### src/rtl/vx_barrier_ctl_pkg.sv
// Shared configuration and types for the warp barrier controller (package VX_gpu_pkg).
// NUM_WARPS / NUM_BARRIERS may be overridden by config defines before this file.
`ifndef NUM_WARPS
`define NUM_WARPS 4
`endif
`ifndef NUM_BARRIERS
`define NUM_BARRIERS 4
`endif

package VX_gpu_pkg;

  localparam int CFG_NUM_WARPS    = `NUM_WARPS;
  localparam int CFG_NUM_BARRIERS = `NUM_BARRIERS;
  localparam int NW_BITS          = $clog2(CFG_NUM_WARPS);
  localparam int NB_BITS          = (CFG_NUM_BARRIERS > 1) ? $clog2(CFG_NUM_BARRIERS) : 1;

  typedef struct packed {
    logic [NB_BITS-1:0] id;
    logic [NW_BITS-1:0] size_m1;
  } barrier_req_t;

  typedef enum logic {
    SLOT_IDLE    = 1'b0,
    SLOT_COLLECT = 1'b1
  } slot_state_e;

endpackage

### src/rtl/vx_barrier_slot.sv
// One barrier slot: collects arriving warps and fires (combinationally) on the
// arrival that completes the expected count; the slot clears on that same edge.
module vx_barrier_slot
  import VX_gpu_pkg::*;
#(
  parameter int NUM_WARPS = CFG_NUM_WARPS,
  parameter int WID_BITS  = $clog2(NUM_WARPS)
) (
  input  logic                 clk,
  input  logic                 reset,
  input  logic                 arrive,
  input  logic [WID_BITS-1:0]  wid,
  input  logic [WID_BITS-1:0]  size_m1,
  output logic [NUM_WARPS-1:0] mask,
  output logic                 active,
  output logic                 fire,
  output logic [NUM_WARPS-1:0] fire_mask
);

  slot_state_e          state_q, state_d;
  logic [WID_BITS-1:0]  count_q, count_d;
  logic [WID_BITS-1:0]  size_q, size_d;
  logic [NUM_WARPS-1:0] mask_q, mask_d;
  logic [NUM_WARPS-1:0] wid_oh;

  assign wid_oh    = NUM_WARPS'(1) << wid;
  assign fire_mask = mask_q | wid_oh;
  assign mask      = mask_q;
  assign active    = (state_q == SLOT_COLLECT);

  // NOTE: sequential state uses non-blocking assignments so every register
  // samples pre-edge values regardless of process ordering.
  always_ff @(posedge clk) begin
    if (reset) begin
      state_q <= SLOT_IDLE;
      count_q <= '0;
      size_q  <= '0;
      mask_q  <= '0;
    end else begin
      state_q <= state_d;
      count_q <= count_d;
      size_q  <= size_d;
      mask_q  <= mask_d;
    end
  end

  // NOTE: every output of this block gets a default first, so no path can
  // leave a variable unassigned and infer a latch.
  always_comb begin
    state_d = state_q;
    count_d = count_q;
    size_d  = size_q;
    mask_d  = mask_q;
    fire    = 1'b0;
    unique case (state_q)
      SLOT_IDLE: begin
        if (arrive) begin
          size_d = size_m1;
          if (size_m1 == '0) begin
            fire = 1'b1;
          end else begin
            mask_d  = wid_oh;
            count_d = WID_BITS'(1);
            state_d = SLOT_COLLECT;
          end
        end
      end
      SLOT_COLLECT: begin
        if (arrive) begin
          if (count_q == size_q) begin
            fire    = 1'b1;
            mask_d  = '0;
            count_d = '0;
            state_d = SLOT_IDLE;
          end else begin
            mask_d  = mask_q | wid_oh;
            count_d = count_q + 1'b1;
          end
        end
      end
      default: state_d = SLOT_IDLE;
    endcase
  end

  // Later arrivals must agree with the size latched by the first one.
  a_size_match: assert property (@(posedge clk) disable iff (reset)
    (arrive && state_q == SLOT_COLLECT) |-> (size_m1 == size_q));

endmodule

### src/rtl/vx_barrier_ctl.sv
// Warp barrier controller: per-slot arrival tracking with a registered release pulse.
// Optional VX_BARRIER_PERF_EN adds the perf_bar_stalls counter output.
module vx_barrier_ctl
  import VX_gpu_pkg::*;
#(
  parameter int NUM_WARPS    = CFG_NUM_WARPS,
  parameter int NUM_BARRIERS = CFG_NUM_BARRIERS,
  parameter int WID_BITS     = $clog2(NUM_WARPS),
  parameter int BID_BITS     = (NUM_BARRIERS > 1) ? $clog2(NUM_BARRIERS) : 1
) (
  input  logic                    clk,
  input  logic                    reset,
  input  logic                    bar_valid,
  input  logic [WID_BITS-1:0]     bar_wid,
  input  logic [BID_BITS-1:0]     bar_id,
  input  logic [WID_BITS-1:0]     bar_size_m1,
  output logic [NUM_WARPS-1:0]    stall_mask,
  output logic                    release_valid,
  output logic [NUM_WARPS-1:0]    release_mask,
  output logic [NUM_BARRIERS-1:0] bar_active
`ifdef VX_BARRIER_PERF_EN
  ,
  output logic [31:0]             perf_bar_stalls
`endif
);

  logic [NUM_BARRIERS-1:0] arrive;
  logic [NUM_BARRIERS-1:0] slot_fire;
  logic [NUM_WARPS-1:0]    slot_mask      [NUM_BARRIERS];
  logic [NUM_WARPS-1:0]    slot_fire_mask [NUM_BARRIERS];
  logic                    rel_valid_d;
  logic [NUM_WARPS-1:0]    rel_mask_d;

  always_comb begin
    for (int i = 0; i < NUM_BARRIERS; i++) begin
      arrive[i] = bar_valid && (bar_id == BID_BITS'(i));
    end
  end

  for (genvar i = 0; i < NUM_BARRIERS; i++) begin : g_slot
    vx_barrier_slot #(
      .NUM_WARPS (NUM_WARPS),
      .WID_BITS  (WID_BITS)
    ) u_slot (
      .clk       (clk),
      .reset     (reset),
      .arrive    (arrive[i]),
      .wid       (bar_wid),
      .size_m1   (bar_size_m1),
      .mask      (slot_mask[i]),
      .active    (bar_active[i]),
      .fire      (slot_fire[i]),
      .fire_mask (slot_fire_mask[i])
    );
  end

  // Slot masks are registers, so this OR is a clean function of state.
  always_comb begin
    stall_mask = '0;
    for (int i = 0; i < NUM_BARRIERS; i++) begin
      stall_mask = stall_mask | slot_mask[i];
    end
  end

  // At most one slot fires per cycle, so an AND-OR mux is sufficient.
  always_comb begin
    rel_valid_d = |slot_fire;
    rel_mask_d  = '0;
    for (int i = 0; i < NUM_BARRIERS; i++) begin
      if (slot_fire[i]) rel_mask_d = rel_mask_d | slot_fire_mask[i];
    end
  end

  always_ff @(posedge clk) begin
    if (reset) begin
      release_valid <= 1'b0;
      release_mask  <= '0;
    end else begin
      release_valid <= rel_valid_d;
      release_mask  <= rel_mask_d;
    end
  end

`ifdef VX_BARRIER_PERF_EN
  logic [WID_BITS:0] stall_cnt;
  logic [32:0]       perf_sum;

  always_comb begin
    stall_cnt = '0;
    for (int w = 0; w < NUM_WARPS; w++) begin
      stall_cnt = stall_cnt + (WID_BITS+1)'(stall_mask[w]);
    end
    perf_sum = {1'b0, perf_bar_stalls} + 33'(stall_cnt);
  end

  always_ff @(posedge clk) begin
    if (reset) perf_bar_stalls <= '0;
    else       perf_bar_stalls <= perf_sum[32] ? 32'hFFFF_FFFF : perf_sum[31:0];
  end
`endif

  a_not_parked: assert property (@(posedge clk) disable iff (reset)
    bar_valid |-> !stall_mask[bar_wid]);

  if (NUM_BARRIERS < (1 << BID_BITS)) begin : g_id_chk
    a_id_range: assert property (@(posedge clk) disable iff (reset)
      bar_valid |-> (bar_id < BID_BITS'(NUM_BARRIERS)));
  end

  if (NUM_WARPS < (1 << WID_BITS)) begin : g_size_chk
    a_size_range: assert property (@(posedge clk) disable iff (reset)
      bar_valid |-> (bar_size_m1 < WID_BITS'(NUM_WARPS)));
  end

endmodule

### config.mk
export PLATFORM = sky130hd
export DESIGN_NAME = vx_barrier_ctl
export DESIGN_NICKNAME = d
export VERILOG_FILES = /design/src/rtl/vx_barrier_ctl_pkg.sv /design/src/rtl/vx_barrier_slot.sv /design/src/rtl/vx_barrier_ctl.sv
export SDC_FILE = /design/constraint.sdc
export NUM_CORES = 1
export LEC_CHECK = 0
export CAP_MARGIN = 10
export CELL_PAD_IN_SITES_DETAIL_PLACEMENT = 1
export CELL_PAD_IN_SITES_GLOBAL_PLACEMENT = 2
export CORE_MARGIN = 3
export CORE_UTILIZATION = 36
export DETAILED_ROUTE_END_ITERATION = 8
export GPL_ROUTABILITY_DRIVEN = 0
export PLACE_DENSITY_LB_ADDON = 0.1
export SYNTH_ARGS = -nofsm -noshare
export SYNTH_HDL_FRONTEND = slang
export SYNTH_SLANG_ARGS = --single-unit
### constraint.sdc
create_clock -name clk -period 3.2 [get_ports clk]
set_input_delay 0.64 -clock clk [delete_from_list [all_inputs] [get_ports clk]]
set_output_delay 0.64 -clock clk [all_outputs]
set_load 0.03 [all_outputs]
* Word level (Yosys, flattened, before mapping) *
Index checks and enable logic that the tools add are counted.

word-level totals
  input port bits = 9
  logic and storage cells = 143
  flip-flop bits (word level) = 41

cells by class
  bitwise logic cells = 14
  equal/unequal tests = 19
  shift operators = 1
  multiplexer cells = 72
  reduce and logical (&&, ||, !) cells = 15
  add/subtract/negate cells = 4

operators by type and width
  cell                                                 number
  2-to-1 mux 4 bit                                     17
  bitwise OR 4 bit                                     10
  case mux 4 bit (2 select lines)                      4
  2-to-1 mux 1 bit                                     26
  2-to-1 mux 2 bit                                     13
  != test 2 x 1 -> 1 bit, second input constant        8
  case mux 1 bit (2 select lines)                      8
  case mux 2 bit (2 select lines)                      4
  AND reduction 3 bit                                  4
  adder 2 x 1 -> 2 bit, second input constant          4
  equality test 2 bit                                  4
  != test 2 bit, second input constant                 4
  AND reduction 2 bit                                  4
  equality test 2 bit, second input constant           2
  logical AND 1 bit                                    4
  logical NOT 2 bit                                    2
  NOT 1 bit                                            4
  OR reduction 4 bit                                   1
  left shift 1 x 2 -> 4 bit, first input constant      1
  equality test 2 x 1 -> 1 bit, second input constant  1

* Logic depth before layout (Yosys ltp) *
  depth after elaboration = 11
  depth in mapped cells = 5

* Cells and area by module *
Synthesis repeated with hierarchy kept, for this count alone.

second synthesis, totals
  cell total of the unflattened synthesis = 272
  area, all modules = 2357.3 um^2

by module, submodules not included
  module           instances  sequential area each (um^2)  area each (um^2)  cells each
  vx_barrier_slot  4          180.2                        526.8             61
  vx_barrier_ctl   1          100.1                        250.2             28

* Least setup slack after synthesis *
Ideal clock, no wire load.

  path kind = input port to flip-flop
  start point = input bar_id[1]
  end point = register release_mask[0]
  setup time = 0.077 ns
  data arrival time = 1.797 ns
  cell stages on the path = 4
  setup slack = 1.326 ns
  cell sequence = or3b_1 buf_2 or4_1 a41oi_2

on the way
  cells in the longest elaborated chain, start to end = 11
  elaborated cells between the ends (all ways) = 27
  classes of those cells = eq/ne (3); mux (16); bitwise (3); reduce/logical (5)

ends and longest elaborated chain
  element                                     RTL line                                      RTL
  start, declared                             vx_barrier_ctl.sv:15                          input logic [BID_BITS-1:0] bar_id,
  logical NOT 2 bit                           vx_barrier_ctl.sv:36                          arrive[i] = bar_valid && (bar_id == BID_BITS'(i));
  logical AND 1 bit                           vx_barrier_ctl.sv:36
  2-to-1 mux 1 bit, on equally long branches  vx_barrier_slot.sv:69, vx_barrier_slot.sv:57
  case mux 1 bit (2 select lines)             vx_barrier_slot.sv:55                         unique case (state_q)
  2-to-1 mux 4 bit                            vx_barrier_ctl.sv:70                          if (slot_fire[i]) rel_mask_d = rel_mask_d | slot_fire_mask[i];
  bitwise OR 4 bit                            vx_barrier_ctl.sv:70
  2-to-1 mux 4 bit                            vx_barrier_ctl.sv:70
  bitwise OR 4 bit                            vx_barrier_ctl.sv:70
  2-to-1 mux 4 bit                            vx_barrier_ctl.sv:70
  bitwise OR 4 bit                            vx_barrier_ctl.sv:70
  2-to-1 mux 4 bit *                          vx_barrier_ctl.sv:70
  end signal, assigned                        vx_barrier_ctl.sv:80                          release_mask <= rel_mask_d;
  end, declared                               vx_barrier_ctl.sv:19                          output logic [NUM_WARPS-1:0] release_mask,

Every way passes the cells marked *; elsewhere a longest branch is shown, timed or not.
A chain may end at the register's enable or synchronous reset.

* Worst setup path in the final report *
  start point = register g_slot[1].u_slot.mask_q[3]
  end point = output stall_mask[3]

on the way
  cells in the longest elaborated chain, start to end = 3

ends and longest elaborated chain
  element                        RTL line               RTL
  start, declared                vx_barrier_slot.sv:23  logic [NUM_WARPS-1:0] mask_q, mask_d;
  start signal, assigned         vx_barrier_slot.sv:43  mask_q <= mask_d;
  bitwise OR 4 bit (3 in a row)  vx_barrier_ctl.sv:61   stall_mask = stall_mask | slot_mask[i];
  end, declared                  vx_barrier_ctl.sv:17   output logic [NUM_WARPS-1:0] stall_mask,

Every way passes these cells.

==> results.toml <==
[global_route]
grt_start_max_net_pins = 21
use_met1_pct = 28.8
grtUsageMet3_pct = 3.69
grt_pass1_wl_um = 9960
top_usage_layer = "met1"
antenna_found_initial = 0
grt_use_met2_pct = 28.7
grt_pass1_vias = 1897
grt_remaining_overflow = 0
track_usage_pct = 19.6

[detailed_routing]
drt.antenna.violating_nets = 0
num_vias = 1927
routed_wl_um = 6040
drt-initial-drc-count = 92
drc = 0
via_per_inst = 5.62
first_pass_iters = 4
wire_per_inst_um = 17.6

[layout]
final_util_pct = 44.2
fin_nets = 280
final_layout_size_suffix_gt1_share_pct = 8.12
fin_area_um2 = 2450
syn_to_final_growth_pct = 17.3
antenna_cells = 0
nFillCells = 663

[timing]
hold_viol_final = 0
rsz0062_at_grt = "false"
setup_viol = 0
tightest_slew_ps = 820
fin_setup_tns_ps = 0
finalCriticalPeriod_ps = 2430
skew_ps = 7.01
maxSlewViolCount = 0
fmax_mhz = 411
period_share_pct = 76.0
setup_slack_ps = 769
relSlewSlack_pct = 44.8

[die]
die_w_um = 82.1
rows = 27
fp.dieH_um = 82.1
die-area_um2 = 6740
io_pins = 22
floorplan.initialDensity_pct = 37.6
core-area_um2 = 5540

[cts]
cts_setup_buffers = 0
clock-sinks = 41
h-tree-depth = 2
clockRootBuffer = "clkbuf_8"
cts_hold_buf = 0
cts_buffers = 5
worstSkewPairLatency_ps = 290
clk_path_buf_depth = 2
cts.repair.resized = 0
clkTransAtPathRegs_ps = 80
cts_tree = "built"

[pwr]
finalPower_w = 0.00103
p_leak_nw = 0.785
ir_worst_vdd_mv = 0.153
power_density_nw_per_um2 = 420

[setup_path]
cp_max_fo = 3
start_kind = "flop"
critical_path_arrival_ps = 1790
r2r_start = "g_slot[3].u_slot.active$_SDFF_PP0_"
required_ps = 2560
path_class = "reg2out"
crit_end = "stall_mask[3]"
ff2ff_setup_slack_ps = 1360
startpoint = "g_slot[1].u_slot.mask[3]$_SDFFE_PP0P_"
timing.rr.end = "g_slot[3].u_slot.count_q[1]$_SDFFE_PP0P_"
reg2regPathDepth = 3
end_kind = "primary output"

[synthesis]
yosysWarnings = 0
synth.most_common_cell = "dfxtp_1"
synth-seq-area-share_pct = 39.4
syn_area_per_cell_um2 = 8.21
ys_seq_elements = 41
synth_ff_type = "dfxtp_1"
async_reset_ff_share_pct = 0
synth_enable_flop_cells = 0
synth_fp_nets = 263
syn_area_um2 = 2090
synth_top_cell_area_share_pct = 39.4
ys_types = 46
synthCells = 254
ys_top_cells_by_count = "dfxtp_1, o21ai_0, a21oi_1, nand2_1, nor2_1"
synth_top_area_cell = "dfxtp_1"
synth.area.top_cells = "dfxtp_1, o21ai_0, a21oi_1, o211ai_1, or4_1"

[place]
dp_slack_ps = 618
placed_cell_area_um2 = 2360
hpwl_um = 4360
portBuffers = 21

[flow_run]
max_cap_violations = 0

[worst_hold_path]
min_path_type = "reg2reg"

[run_status]
status = "complete, no violations"
-- report_power, final --
part	internal [W]	switching, W	total (W)
logic	0.0000568	0.0000856	0.000142
clock network	0.000171	0.000174	0.000345
registers	0.000523	0.0000160	0.000539
total	0.000751	0.000275	0.00103
-- cells by family (layout without fill, tap and decap cells) --
kind of cell | after synthesis | count (layout) | synth area share, %
compound gates | 104 | 104 | 32.2
simple gates | 70 | 70 | 18.0
xor+xnor | 8 | 8 | 3.36
flops | 41 | 41 | 39.4
buf+inv | 29 | 46 | 6.12
mux | 2 | 2 | 0.960
-- critical path, stage by stage (launching register included) --
cell             delay, ps
dfxtp_1                340
or4_1                  540
clkdlybuf4s50_1        620
-- layout make-up --
cell class	instances	area [µm²]	share of cell area, %
multi-input cells	184	1140	46.5
flip-flops and latches	41	821	33.6
repair buffers	30	278	11.4
well taps	72	90.1	3.68
clock buffers	7	86.3	3.53
inverters	9	33.8	1.38
-- registers in the layout, indices dropped and copies added, names as in the netlist --
signal                 cells
g_slot.u_slot.active       4
g_slot.u_slot.count_q      8
g_slot.u_slot.mask        16
g_slot.u_slot.size_q       8
release_mask               4
release_valid              1
-- cell usage in the layout, fill, tap and decap left out, types with 3 or more instances in the layout --
cell	instances
dfxtp_1	41
o32ai_1	4
or3_1	3
clkbuf_8	6
clkdlybuf4s50_1	21
nand2b_1	3
o21ai_0	31
nor2_1	17
inv_1	9
a211oi_1	5
a41oi_2	3
o211ai_1	12
a21oi_1	30
or4_1	10
xnor2_1	4
xor2_1	4
buf_4	9
nor2b_1	4
nand2_1	19
-- worst min-delay path by stage --
stage,from,end,cells past startpoint
finish,g_slot[3].u_slot.count_q[0]$_SDFFE_PP0P_,g_slot[3].u_slot.count_q[0]$_SDFFE_PP0P_,2
global route,g_slot[3].u_slot.count_q[0]$_SDFFE_PP0P_,g_slot[3].u_slot.count_q[0]$_SDFFE_PP0P_,2
CTS,g_slot[3].u_slot.count_q[0]$_SDFFE_PP0P_,g_slot[3].u_slot.count_q[0]$_SDFFE_PP0P_,2
detailed placement,g_slot[3].u_slot.count_q[0]$_SDFFE_PP0P_,g_slot[3].u_slot.count_q[0]$_SDFFE_PP0P_,2
global placement,g_slot[3].u_slot.count_q[0]$_SDFFE_PP0P_,g_slot[3].u_slot.count_q[0]$_SDFFE_PP0P_,2
floorplan,g_slot[3].u_slot.count_q[0]$_SDFFE_PP0P_,g_slot[3].u_slot.count_q[0]$_SDFFE_PP0P_,2
-- layer usage --
layer	part of all wire (%)	routed length [µm]
met1	52	3130
met2	43	2620
met3	3.9	233
met4	0.91	55
met5	0	0
-- metrics by stage --
step	std cells	hold WS, ps
6_report	343	479
4_1_cts	343	482
2_1_floorplan	254	457
3_3_place_gp	336	472
3_5_place_dp	336	471
5_1_grt	343	515
Note: power is estimated with default switching activity, not from simulation.
